--- config.mk ---
export PLATFORM = sky130hd
export DESIGN_NAME = res_tbl_update_ctrl
export DESIGN_NICKNAME = d
export VERILOG_FILES = /design/src/rtl/res_tbl_update_ctrl.sv
export SDC_FILE = /design/constraint.sdc
export NUM_CORES = 1
export LEC_CHECK = 0
export BUFFER_PORTS_ARGS = -buffer_cell sky130_fd_sc_hd__clkbuf_2
export CORE_MARGIN = 2
export CORE_UTILIZATION = 44
export CTS_CLUSTER_SIZE = 14
export DETAILED_ROUTE_END_ITERATION = 6
export GPL_ROUTABILITY_DRIVEN = 0
export PLACE_DENSITY_LB_ADDON = 0.08
export RECOVER_POWER = 100
export SYNTH_ARGS = -nofsm -noshare
export SYNTH_HDL_FRONTEND = slang
export SYNTH_SLANG_ARGS = --single-unit
export TNS_END_PERCENT = 100
--- constraint.sdc ---
create_clock -name clk -period 5.45 [get_ports clk]
set_input_delay 1.09 -clock clk [delete_from_list [all_inputs] [get_ports clk]]
set_output_delay 1.09 -clock clk [all_outputs]
set_load 0.05 [all_outputs]
--- src/rtl/res_tbl_update_ctrl.sv ---
// res_tbl_update_ctrl: sequences alloc/dealloc requests into resource_table_group one at a
// time and returns the captured largest-free-space results to the allocator.
// Optional feature macro: RES_TBL_TIMEOUT_EN (WAIT_DONE watchdog with sticky err_timeout_o).
module res_tbl_update_ctrl #(
  parameter int NUMBER_CU             = 2,
  parameter int CU_ID_WIDTH           = 1,
  parameter int TIMEOUT_CYCLES        = 64,
  parameter int WG_ID_WIDTH           = 6,
  parameter int LDS_ID_WIDTH          = 8,
  parameter int VGPR_ID_WIDTH         = 8,
  parameter int SGPR_ID_WIDTH         = 7,
  parameter int WF_COUNT_WIDTH_PER_WG = 4,
  parameter int WF_COUNT_WIDTH        = 6,
  parameter int WG_COUNT_WIDTH        = 5
) (
  input  logic                             clk,
  input  logic                             rst,
  input  logic                             alloc_valid_i,
  output logic                             alloc_ready_o,
  input  logic [WG_ID_WIDTH-1:0]           alloc_wg_id_i,
  input  logic [CU_ID_WIDTH-1:0]           alloc_cu_id_i,
  input  logic [LDS_ID_WIDTH-1:0]          alloc_lds_start_i,
  input  logic [LDS_ID_WIDTH:0]            alloc_lds_size_i,
  input  logic [VGPR_ID_WIDTH-1:0]         alloc_vgpr_start_i,
  input  logic [VGPR_ID_WIDTH:0]           alloc_vgpr_size_i,
  input  logic [SGPR_ID_WIDTH-1:0]         alloc_sgpr_start_i,
  input  logic [SGPR_ID_WIDTH:0]           alloc_sgpr_size_i,
  input  logic [WF_COUNT_WIDTH_PER_WG-1:0] alloc_wf_count_i,
  input  logic                             dealloc_valid_i,
  output logic                             dealloc_ready_o,
  input  logic [WG_ID_WIDTH-1:0]           dealloc_wg_id_i,
  input  logic [CU_ID_WIDTH-1:0]           dealloc_cu_id_i,
  output logic                             alloc_en_o,
  output logic                             dealloc_en_o,
  output logic [WG_ID_WIDTH-1:0]           wg_id_o,
  output logic [CU_ID_WIDTH-1:0]           sub_cu_id_o,
  output logic [LDS_ID_WIDTH-1:0]          lds_start_o,
  output logic [LDS_ID_WIDTH:0]            lds_size_o,
  output logic [VGPR_ID_WIDTH-1:0]         vgpr_start_o,
  output logic [VGPR_ID_WIDTH:0]           vgpr_size_o,
  output logic [SGPR_ID_WIDTH-1:0]         sgpr_start_o,
  output logic [SGPR_ID_WIDTH:0]           sgpr_size_o,
  output logic [WF_COUNT_WIDTH_PER_WG-1:0] wf_count_o,
  output logic                             done_cancelled_o,
  input  logic                             res_tbl_done_i,
  input  logic [LDS_ID_WIDTH-1:0]          res_lds_start_i,
  input  logic [LDS_ID_WIDTH:0]            res_lds_size_i,
  input  logic [VGPR_ID_WIDTH-1:0]         res_vgpr_start_i,
  input  logic [VGPR_ID_WIDTH:0]           res_vgpr_size_i,
  input  logic [SGPR_ID_WIDTH-1:0]         res_sgpr_start_i,
  input  logic [SGPR_ID_WIDTH:0]           res_sgpr_size_i,
  input  logic [WF_COUNT_WIDTH-1:0]        res_wf_count_i,
  input  logic [WG_COUNT_WIDTH-1:0]        res_wg_count_i,
  output logic                             upd_valid_o,
  input  logic                             upd_ready_i,
  output logic [CU_ID_WIDTH-1:0]           upd_cu_id_o,
  output logic [LDS_ID_WIDTH-1:0]          upd_lds_start_o,
  output logic [LDS_ID_WIDTH:0]            upd_lds_size_o,
  output logic [VGPR_ID_WIDTH-1:0]         upd_vgpr_start_o,
  output logic [VGPR_ID_WIDTH:0]           upd_vgpr_size_o,
  output logic [SGPR_ID_WIDTH-1:0]         upd_sgpr_start_o,
  output logic [SGPR_ID_WIDTH:0]           upd_sgpr_size_o,
  output logic [WF_COUNT_WIDTH-1:0]        upd_wf_count_o,
  output logic [WG_COUNT_WIDTH-1:0]        upd_wg_count_o,
  output logic                             busy_o,
  output logic                             err_timeout_o
);

  if (TIMEOUT_CYCLES < 2 || NUMBER_CU < 1) begin : g_bad_cfg
    $error("res_tbl_update_ctrl: NUMBER_CU must be >=1 and TIMEOUT_CYCLES >=2");
  end

  typedef enum logic [2:0] {
    S_IDLE, S_ISSUE, S_WAIT_DONE, S_UPDATE, S_CANCEL
  } state_t;

  state_t state, state_nxt;
  logic   op_dealloc;     // kind of the last accepted op; also the arbitration history bit
  logic   wait_first;     // first WAIT_DONE cycle, where a stale done is ignored
  logic   pick_dealloc, accept_alloc, accept_dealloc, capture;
`ifdef RES_TBL_TIMEOUT_EN
  localparam int CNT_W = $clog2(TIMEOUT_CYCLES);
  logic [CNT_W-1:0] wait_cnt;
  logic             timeout_hit;
  logic             err_q;
`endif

  // Arbitration: dealloc wins a tie unless the previous op was dealloc.
  always_comb begin
    pick_dealloc   = dealloc_valid_i & (~alloc_valid_i | ~op_dealloc);
    accept_alloc   = (state == S_IDLE) & alloc_valid_i & ~pick_dealloc;
    accept_dealloc = (state == S_IDLE) & pick_dealloc;
    alloc_ready_o  = accept_alloc;
    dealloc_ready_o = accept_dealloc;
  end

  // Next-state logic.
  always_comb begin
    state_nxt = state;
    capture   = 1'b0;
`ifdef RES_TBL_TIMEOUT_EN
    timeout_hit = 1'b0;
`endif
    unique case (state)
      S_IDLE:      if (accept_alloc | accept_dealloc) state_nxt = S_ISSUE;
      S_ISSUE:     state_nxt = S_WAIT_DONE;
      S_WAIT_DONE: begin
        if (!wait_first && res_tbl_done_i) begin
          capture   = 1'b1;
          state_nxt = S_UPDATE;
        end
`ifdef RES_TBL_TIMEOUT_EN
        else if (wait_cnt == CNT_W'(TIMEOUT_CYCLES - 1)) begin
          timeout_hit = 1'b1;
          state_nxt   = S_CANCEL;
        end
`endif
      end
      S_UPDATE:    if (upd_ready_i) state_nxt = S_CANCEL;
      S_CANCEL:    state_nxt = S_IDLE;
      default:     state_nxt = S_IDLE;
    endcase
  end

  // State register and op bookkeeping.
  always_ff @(posedge clk or posedge rst) begin
    if (rst) begin
      state      <= S_IDLE;
      op_dealloc <= 1'b0;
      wait_first <= 1'b0;
    end else begin
      state      <= state_nxt;
      wait_first <= (state == S_ISSUE);
      if (accept_alloc | accept_dealloc) op_dealloc <= accept_dealloc;
    end
  end

  // Command fields, loaded on accept and held for the whole op.
  always_ff @(posedge clk or posedge rst) begin
    if (rst) begin
      wg_id_o      <= '0;
      sub_cu_id_o  <= '0;
      lds_start_o  <= '0;
      lds_size_o   <= '0;
      vgpr_start_o <= '0;
      vgpr_size_o  <= '0;
      sgpr_start_o <= '0;
      sgpr_size_o  <= '0;
      wf_count_o   <= '0;
    end else if (accept_alloc) begin
      wg_id_o      <= alloc_wg_id_i;
      sub_cu_id_o  <= alloc_cu_id_i;
      lds_start_o  <= alloc_lds_start_i;
      lds_size_o   <= alloc_lds_size_i;
      vgpr_start_o <= alloc_vgpr_start_i;
      vgpr_size_o  <= alloc_vgpr_size_i;
      sgpr_start_o <= alloc_sgpr_start_i;
      sgpr_size_o  <= alloc_sgpr_size_i;
      wf_count_o   <= alloc_wf_count_i;
    end else if (accept_dealloc) begin
      wg_id_o      <= dealloc_wg_id_i;
      sub_cu_id_o  <= dealloc_cu_id_i;
      lds_start_o  <= '0;
      lds_size_o   <= '0;
      vgpr_start_o <= '0;
      vgpr_size_o  <= '0;
      sgpr_start_o <= '0;
      sgpr_size_o  <= '0;
      wf_count_o   <= '0;
    end
  end

  // Result capture on the accepted done.
  always_ff @(posedge clk or posedge rst) begin
    if (rst) begin
      upd_cu_id_o      <= '0;
      upd_lds_start_o  <= '0;
      upd_lds_size_o   <= '0;
      upd_vgpr_start_o <= '0;
      upd_vgpr_size_o  <= '0;
      upd_sgpr_start_o <= '0;
      upd_sgpr_size_o  <= '0;
      upd_wf_count_o   <= '0;
      upd_wg_count_o   <= '0;
    end else if (capture) begin
      upd_cu_id_o      <= sub_cu_id_o;
      upd_lds_start_o  <= res_lds_start_i;
      upd_lds_size_o   <= res_lds_size_i;
      upd_vgpr_start_o <= res_vgpr_start_i;
      upd_vgpr_size_o  <= res_vgpr_size_i;
      upd_sgpr_start_o <= res_sgpr_start_i;
      upd_sgpr_size_o  <= res_sgpr_size_i;
      upd_wf_count_o   <= res_wf_count_i;
      upd_wg_count_o   <= res_wg_count_i;
    end
  end

`ifdef RES_TBL_TIMEOUT_EN
  // WAIT_DONE watchdog: counter restarts on entry, error flag is sticky.
  always_ff @(posedge clk or posedge rst) begin
    if (rst) begin
      wait_cnt <= '0;
      err_q    <= 1'b0;
    end else begin
      if (state == S_ISSUE)          wait_cnt <= '0;
      else if (state == S_WAIT_DONE) wait_cnt <= wait_cnt + 1'b1;
      if (timeout_hit)               err_q    <= 1'b1;
    end
  end
  assign err_timeout_o = err_q;
`else
  assign err_timeout_o = 1'b0;
`endif

  assign alloc_en_o       = (state == S_ISSUE) & ~op_dealloc;
  assign dealloc_en_o     = (state == S_ISSUE) &  op_dealloc;
  assign upd_valid_o      = (state == S_UPDATE);
  assign done_cancelled_o = (state == S_CANCEL);
  assign busy_o           = (state != S_IDLE);

endmodule

==> results of run 1 <==
==> logic make-up after synthesis <==
group | synth area share, %
AND/OR/NAND/NOR | 4.11
multiplexers | 14.4
flip-flops | 66.0
buffers and inverters | 3.80
other | 0.0785
AO/OA/AOI/OAI | 11.7
==> routing by layer <==
metal / vias to the layer above / routed length, um / global-route usage [%]
met5: - / 0 / 0
met4: 0 / 230 / 8.33
met3: 15 / 1210 / 9.52
met2: 170 / 5720 / 33.4
met1: 1662 / 4520 / 23.2
li1: 1655 / - / -
==> worst max path at each step <==
stage / slack, ns / end / start
global placement: 2.27 / alloc_ready_o / dealloc_valid_i
detailed placement: 2.22 / alloc_ready_o / dealloc_valid_i
floorplan: 1.00 / lds_size_o[0]$_DFFE_PP0P_ / rst
global route: 1.17 / upd_sgpr_size_o[6]$_DFFE_PP0P_ / res_tbl_done_i
finish: 1.40 / upd_vgpr_size_o[6]$_DFFE_PP0P_ / res_tbl_done_i
CTS: 2.21 / alloc_ready_o / dealloc_valid_i
==> worst max-delay path, stage by stage <==
cell	delay [ns]
clkbuf_2	0.08
nand4bb_1	0.12
nor2_1	2.16
buf_4	0.60
mux2_2	0.39
==> through the flow <==
| step | instances | hold WS (ns) | utilization, % |
|---|---|---|---|
| 6_report | 721 | 0.485 | 61.3 |
| 3_5_place_dp | 690 | 0.478 | 57.3 |
| 2_1_floorplan | 308 | 0.508 | - |
| 3_3_place_gp | 690 | 0.467 | 57.3 |
| 5_1_grt | 721 | 0.498 | 61.3 |
| 4_1_cts | 721 | 0.491 | 62.9 |
==> final cells by class <==
type	count	area share (%)
Sequential cell	126	48.1
Clock buffer	22	7.06
Multi-Input combinational cell	158	22.2
Tap cell	140	2.67
Timing Repair Buffer	264	17.8
Inverter	2	0.115
Clock inverter	9	2.06
==> synth_stat cells <==
master     instances  share of area, %
nor2b_1            2              0.26
nand4bb_1          1              0.24
buf_2              1              0.10
o21ai_1            1              0.10
inv_2              1             0.078
clkbuf_1           8              0.63
and3_1             2              0.26
nand2_1            9              0.71
nor3b_1            1              0.16
nand3b_1           1              0.16
mux2_1             1              0.24
inv_1              1             0.078
a221o_1            7               1.5
a21o_1             1              0.16
conb_1             1             0.078
nor2_1             1             0.078
o21ai_0            1              0.10
buf_6             11               2.6
nor3_1             8              0.84
nor3_4             1              0.34
a22o_1            53               9.7
a31oi_1            1              0.13
dfrtp_1          126                66
mux2_2            60                14
and2_1             3              0.39
nor2_4             1              0.24
nor3b_2            1              0.26
buf_4              2              0.31
and3b_1            1              0.18
==> sequential cells by signal, indices dropped and copies added, names as in the netlist, 9 cells and up <==
signal / flops
lds_size_o: 9
upd_lds_size_o: 9
upd_vgpr_size_o: 9
vgpr_size_o: 9
==> results.ini, run 1 <==
[run_status]
status = complete, but fails checks
violations = max-capacitance violations, max-slew violations

[timing]
max-slew-margin-rel_pct = -109
hold_viol = 0
worst_pin_slew_ns = 3.13
setup_ws_ns = 1.40
final.setup_skew_ns = 0.00598
setup_viol = 0
period_share_pct = 74.3
maxSlewViolCount = 186
clock.fmax_mhz = 247
setup_tns_ns = 0
rsz0062_at_grt = false
period_needed_ns = 4.05

[detailed_routing]
drtIter0Drc = 135
final_antenna_net_count = 0
wl_um = 11700
drc = 0
wl_per_cell_um = 16.2
dr.pass1.iters = 4
vias_per_cell = 4.86
route.vias.total = 3502

[worst_setup_path]
r2r_end = upd_vgpr_size_o[6]$_DFFE_PP0P_
crit_type = in2reg
cp.arrival_ns = 4.43
reg2reg_from = state[0]$_DFFE_PP0P_
startpoint_type = input pin
cp_data_required_time_ns = 5.83
worst-r2r-setup-slack_ns = 1.49
reg2reg_depth = 4
crit_fanout = 37
end_kind = flip-flop

[global_routing]
antenna_found_initial = 0
grt_pass1_vias = 3590
grt_pass1_wl_um = 18000
grtUsageTotal_pct = 20.4
grt-ovfl-total = 0
grt_max_degree = 87

[cells_and_area]
final_nets = 702
layout_commonest_cell = clkbuf_1
final_cell_mix = 133 x clkbuf_1, 130 x clkbuf_2, 126 x dfrtp_1, 58 x mux2_2, 53 x a22o_1
antenna-diode-count = 0
drive_gt1_share_pct = 38.6
area_growth_pct = 37.1
register_area_um2 = 3150
fillers = 924
multiInputGateArea_um2 = 1460
design_area_um2 = 6550

[die]
die_y_um = 108
core-area_um2 = 10700
ios = 262
die-area_um2 = 11700
die_w_um = 108
rows = 38
start_util_pct = 44.7

[synth]
avgSynthCellArea_um2 = 15.5
synth_area_um2 = 4780
ys_ff_latch = 126
ys_seq_area_share_pct = 66.0
ys_warn_count = 0
syn_nets = 441
syn_inst = 308
yosysUniqueCellTypes = 29

[placed_design]
place_area_um2 = 6130
dp_hpwl_um = 8340
port_buffers = 260
dp_slack_ns = 2.22

[clocking]
cts_tree = done
post-cts-setup-buffers = 0
htree_levels = 4
cts-buffers-inserted = 17
cts_hold_buf = 0
cts.path.max_buffers = 2
ctsResizeCount = 0
clkTransAtPathRegs_ns = 0.06
clock_sinks = 126
clk_latency_ns = 0.50
clockRootBuffer = clkbuf_8

[hold_path]
min_to = upd_wf_count_o[0]$_DFFE_PP0P_
min_path_type = reg2reg
hold_depth = 1
min_from = upd_wf_count_o[0]$_DFFE_PP0P_

[run]
cap_violations = 3

Power of run 1 is left out: the tool's default activity adds up to more than one toggle a clock period on the data nets, which glitch-free logic cannot reach.
==> inputs of run 2 (changes only) <==
clock period = 4 ns   (was 5.45 ns; I/O delays follow)
==> run 2 against run 1 <==
Against the previous run: the flow still finishes with violations (max-capacitance violations, max-slew violations); register-to-register slack got worse by 0.07 ns; final cell count rose by 0.14%; core utilization fell by 0.27 points; worst setup slack got worse by 0.58 ns; sequential share of layout area rose by 0.21 points; first-iteration DRC count rose by 21%; routed wire length fell by 0.59%; non-clock buffer count rose by 2; global-route usage fell by 0.28 points; clock-buffer cell count fell by 3; critical path type is now reg2out; critical endpoint is now dealloc_ready_o.
==> results.ini, run 2 (same netlist as run 1, synthesis figures left out) <==
[run_status]
status = complete, but fails checks
violations = max-capacitance violations, max-slew violations

[detailed_routing]
final_antenna_net_count = 0
vias_per_cell = 4.90
drc = 0
wl_um = 11600
drtIter0Drc = 164
dr.pass1.iters = 4
wl_per_cell_um = 16.1
route.vias.total = 3536

[global_routing]
antenna_found_initial = 0
grtUsageTotal_pct = 20.1
grt_pass1_wl_um = 17600
grt_max_degree = 68
grt-ovfl-total = 0
grt_pass1_vias = 3610

[timing]
maxSlewViolCount = 132
worst_pin_slew_ns = 2.12
setup_tns_ns = 0
setup_viol = 0
max-slew-margin-rel_pct = -42.5
rsz0062_at_grt = false
final.setup_skew_ns = 0.00785
period_share_pct = 79.5
period_needed_ns = 3.18
clock.fmax_mhz = 314
hold_viol = 0

[worst_setup_path]
startpoint_type = flip-flop
cp.arrival_ns = 2.38
cp_data_required_time_ns = 3.20
crit_type = reg2out
end_kind = output pin
crit_fanout = 9

[cells_and_area]
drive_gt1_share_pct = 39.2
area_growth_pct = 36.5
antenna-diode-count = 0
register_area_um2 = 3150
layout_commonest_cell = clkbuf_2
final_nets = 704
multiInputGateArea_um2 = 1440
design_area_um2 = 6530
final_cell_mix = 133 x clkbuf_2, 132 x clkbuf_1, 126 x dfrtp_1, 60 x mux2_2, 53 x a22o_1
fillers = 951

[clocking]
htree_levels = 4
clock_sinks = 126
cts.path.max_buffers = 2
clockRootBuffer = clkbuf_8
cts_tree = done
clkTransAtPathRegs_ns = 0.05
cts-buffers-inserted = 17
post-cts-setup-buffers = 0
ctsResizeCount = 0
clk_latency_ns = 0.51
cts_hold_buf = 0

[hold_path]
min_path_type = reg2reg

[placed_design]
dp_hpwl_um = 8670
port_buffers = 260
place_area_um2 = 6160

[die]
ios = 262
rows = 38
start_util_pct = 44.7
die_y_um = 108
die_w_um = 108
die-area_um2 = 11700
core-area_um2 = 10700

[run]
cap_violations = 3

run 2: cell count changes in the layout (fill, tap and decap cells not counted), moves of 2 or more:
| cell | change |
|---|---|
| clkbuf_2 | +3 |
| clkbuf_8 | -2 |
| clkinv_2 | +2 |
| mux2_1 | -2 |
| mux2_2 | +2 |
run 2: metal layers:
metal | part of all wire (%) | GRT usage, % | wire (um)
met4 | 2.0 | 8.79 | 227
met5 | 0 | 0 | 0
met1 | 38 | 22.0 | 4380
met2 | 49 | 33.0 | 5640
met3 | 12 | 10.2 | 1360
run 2: path summary, 6_finish.rpt:
kind	startpoint	endpoint	slack [ns]	depth (start not counted)
setup / recovery	state[0]$_DFFE_PP0P_	dealloc_ready_o	0.82	3
hold / removal	upd_wf_count_o[0]$_DFFE_PP0P_	upd_wf_count_o[0]$_DFFE_PP0P_	0.49	1
setup reg to reg	state[0]$_DFFE_PP0P_	sgpr_size_o[0]$_DFFE_PP0P_	1.42	4
hold reg to reg	upd_wf_count_o[0]$_DFFE_PP0P_	upd_wf_count_o[0]$_DFFE_PP0P_	0.49	1
max in group asynchronous	rst	sub_cu_id_o$_DFFE_PP0P_	1.37	3
min in group asynchronous	rst	sgpr_start_o[5]$_DFFE_PP0P_	0.53	2
run 2: layout make-up:
class	instances	share of cell area [%]
flip-flops and latches	126	48.3
well taps	140	2.68
inverters	2	0.134
repair buffers	266	18.0
clock buffers	19	6.62
multi-input cells	158	22.1
clock inverters	11	2.21
run 2: metrics by stage:
| stage | std cells | worst slack, ns | hold slack (ns) | utilization, % |
|---|---|---|---|---|
| after CTS | 722 | 1.10 | 0.350 | 63.0 |
| final | 722 | 0.819 | 0.488 | 61.0 |
| after detailed placement | 692 | 1.37 | 0.476 | 57.6 |
| after floorplan | 308 | 1.57 | 0.508 | - |
| after global routing | 722 | 0.678 | 0.477 | 61.0 |
| after global placement | 692 | 1.41 | 0.478 | 57.6 |
run 2: worst max-delay path, cell delays in order (launching register included):
cell	delay, ns
dfrtp_1	0.43
nor3_1	0.45
and3_1	0.45
clkbuf_1	0.54
Power of run 2 is left out for the same reason.
==> inputs of run 3 (changes only) <==
clock period = 3.1 ns   (was 4 ns; I/O delays follow)
==> run 3 against run 2 <==
Against the previous run: the flow still finishes with violations (max-capacitance violations, max-slew violations); die area did not move; sequential share of layout area barely moved; via count fell by 0.40%; sequential cell count did not move; global-route usage rose by 0.36 points; highest routed layer unchanged.
==> results.ini, run 3 (same netlist as run 1, synthesis figures left out) <==
[run_status]
status = complete, but fails checks
violations = max-capacitance violations, max-slew violations

[placed_design]
dp_cells = 692
dp_hpwl_um = 8640
port_buffers = 260
place_area_um2 = 6170

[worst_setup_path]
path_depth = 3
max_stage_delay_ns = 0.54
path_delay_family = simple AND/OR/NAND/NOR gates
crit_path_end = dealloc_ready_o
r2r_end = upd_lds_start_o[0]$_DFFE_PP0P_
worst-r2r-setup-slack_ns = 0.59
cp.arrival_ns = 2.18
reg2reg_depth = 4
crit_fanout = 9
cp_data_required_time_ns = 2.48
startpoint_type = flip-flop
worst-path-buf-inv = 1
cp_slowest_cell = clkbuf_1
cp_cell_sequence = nor3_4 -> and3_1 -> clkbuf_1
end_kind = output pin
startpoint = state[0]$_DFFE_PP0P_
reg2reg_from = state[0]$_DFFE_PP0P_
crit_type = reg2out

[timing]
final.setup_skew_ns = 0.00830
maxSlewViolCount = 30
rsz0062_at_grt = false
setup_tns_ns = 0
hold_viol = 0
max-slew-margin-rel_pct = -0.0798
worst_pin_slew_ns = 1.50
clock.fmax_mhz = 357
period_needed_ns = 2.80
period_share_pct = 90.3
setup_viol = 0

[cells_and_area]
design_area_um2 = 6530
antenna-diode-count = 0
fillers = 922
area_growth_pct = 36.6
fin_util_pct = 61.1
drive_gt1_share_pct = 39.7
register_area_um2 = 3150
final_nets = 704
final_cell_mix = 133 x clkbuf_2, 131 x clkbuf_1, 126 x dfrtp_1, 60 x mux2_2, 53 x a22o_1
layout_commonest_cell = clkbuf_2
final_cells = 724
multiInputGateArea_um2 = 1450

[global_routing]
grt_pass1_vias = 3651
grt_pass1_wl_um = 18000
grt-ovfl-total = 0
grtUsageTotal_pct = 20.5
antenna_found_initial = 0
grt_max_degree = 68

[detailed_routing]
route.vias.total = 3522
vias_per_cell = 4.86
wl_per_cell_um = 16.4
final_antenna_net_count = 0
dr.pass1.iters = 4
drc = 0
drtIter0Drc = 168
wl_um = 11900

[die]
die_y_um = 108
rows = 38
ios = 262
die_w_um = 108
core-area_um2 = 10700
die-area_um2 = 11700
start_util_pct = 44.7

[clocking]
htree_levels = 4
clkTransAtPathRegs_ns = 0.06
ctsResizeCount = 0
clockRootBuffer = clkbuf_8
cts_tree = done
clk_latency_ns = 0.51
cts.path.max_buffers = 2
cts_hold_buf = 0
clock_sinks = 126
cts-buffers-inserted = 17
post-cts-setup-buffers = 0

[run]
cap_violations = 1

[hold_path]
min_path_type = in2reg

==> run 3: worst min-delay path by stage <==
stage                                   from                       endpoint  slack, ns  depth (start not counted)
3_3_place_gp   upd_wf_count_o[0]$_DFFE_PP0P_  upd_wf_count_o[0]$_DFFE_PP0P_       0.47                          1
2_1_floorplan         op_dealloc$_DFFE_PP0P_         op_dealloc$_DFFE_PP0P_       0.51                          1
4_1_cts                                  rst    sgpr_start_o[3]$_DFFE_PP0P_       0.19                          2
6_report                alloc_vgpr_size_i[3]     vgpr_size_o[3]$_DFFE_PP0P_       0.32                          2
5_1_grt                alloc_sgpr_start_i[2]    sgpr_start_o[2]$_DFFE_PP0P_       0.29                          2
3_5_place_dp      vgpr_size_o[3]$_DFFE_PP0P_     vgpr_size_o[3]$_DFFE_PP0P_       0.49                          1
==> run 3: metal layers <==
metal	routed length, um	up-vias	GRT usage, %
li1	-	1664	-
met1	4730	1666	23.1
met2	5670	173	33.7
met3	1210	19	8.92
met4	272	0	9.43
met5	0	-	0
==> run 3: per-stage QoR <==
step,setup WS (ns),hold WS (ns)
2_1_floorplan,0.927,0.508
3_3_place_gp,0.869,0.470
3_5_place_dp,0.791,0.491
4_1_cts,0.359,0.188
5_1_grt,0.148,0.287
6_report,0.299,0.319
==> run 3: cell type report <==
type / count / area share (%)
flip-flops and latches: 126 / 48.3
multi-input cells: 158 / 22.2
repair buffers: 266 / 18.1
clock buffers: 19 / 6.76
well taps: 140 / 2.68
clock inverters: 13 / 1.78
inverters: 2 / 0.134
Power of run 3 is left out for the same reason.
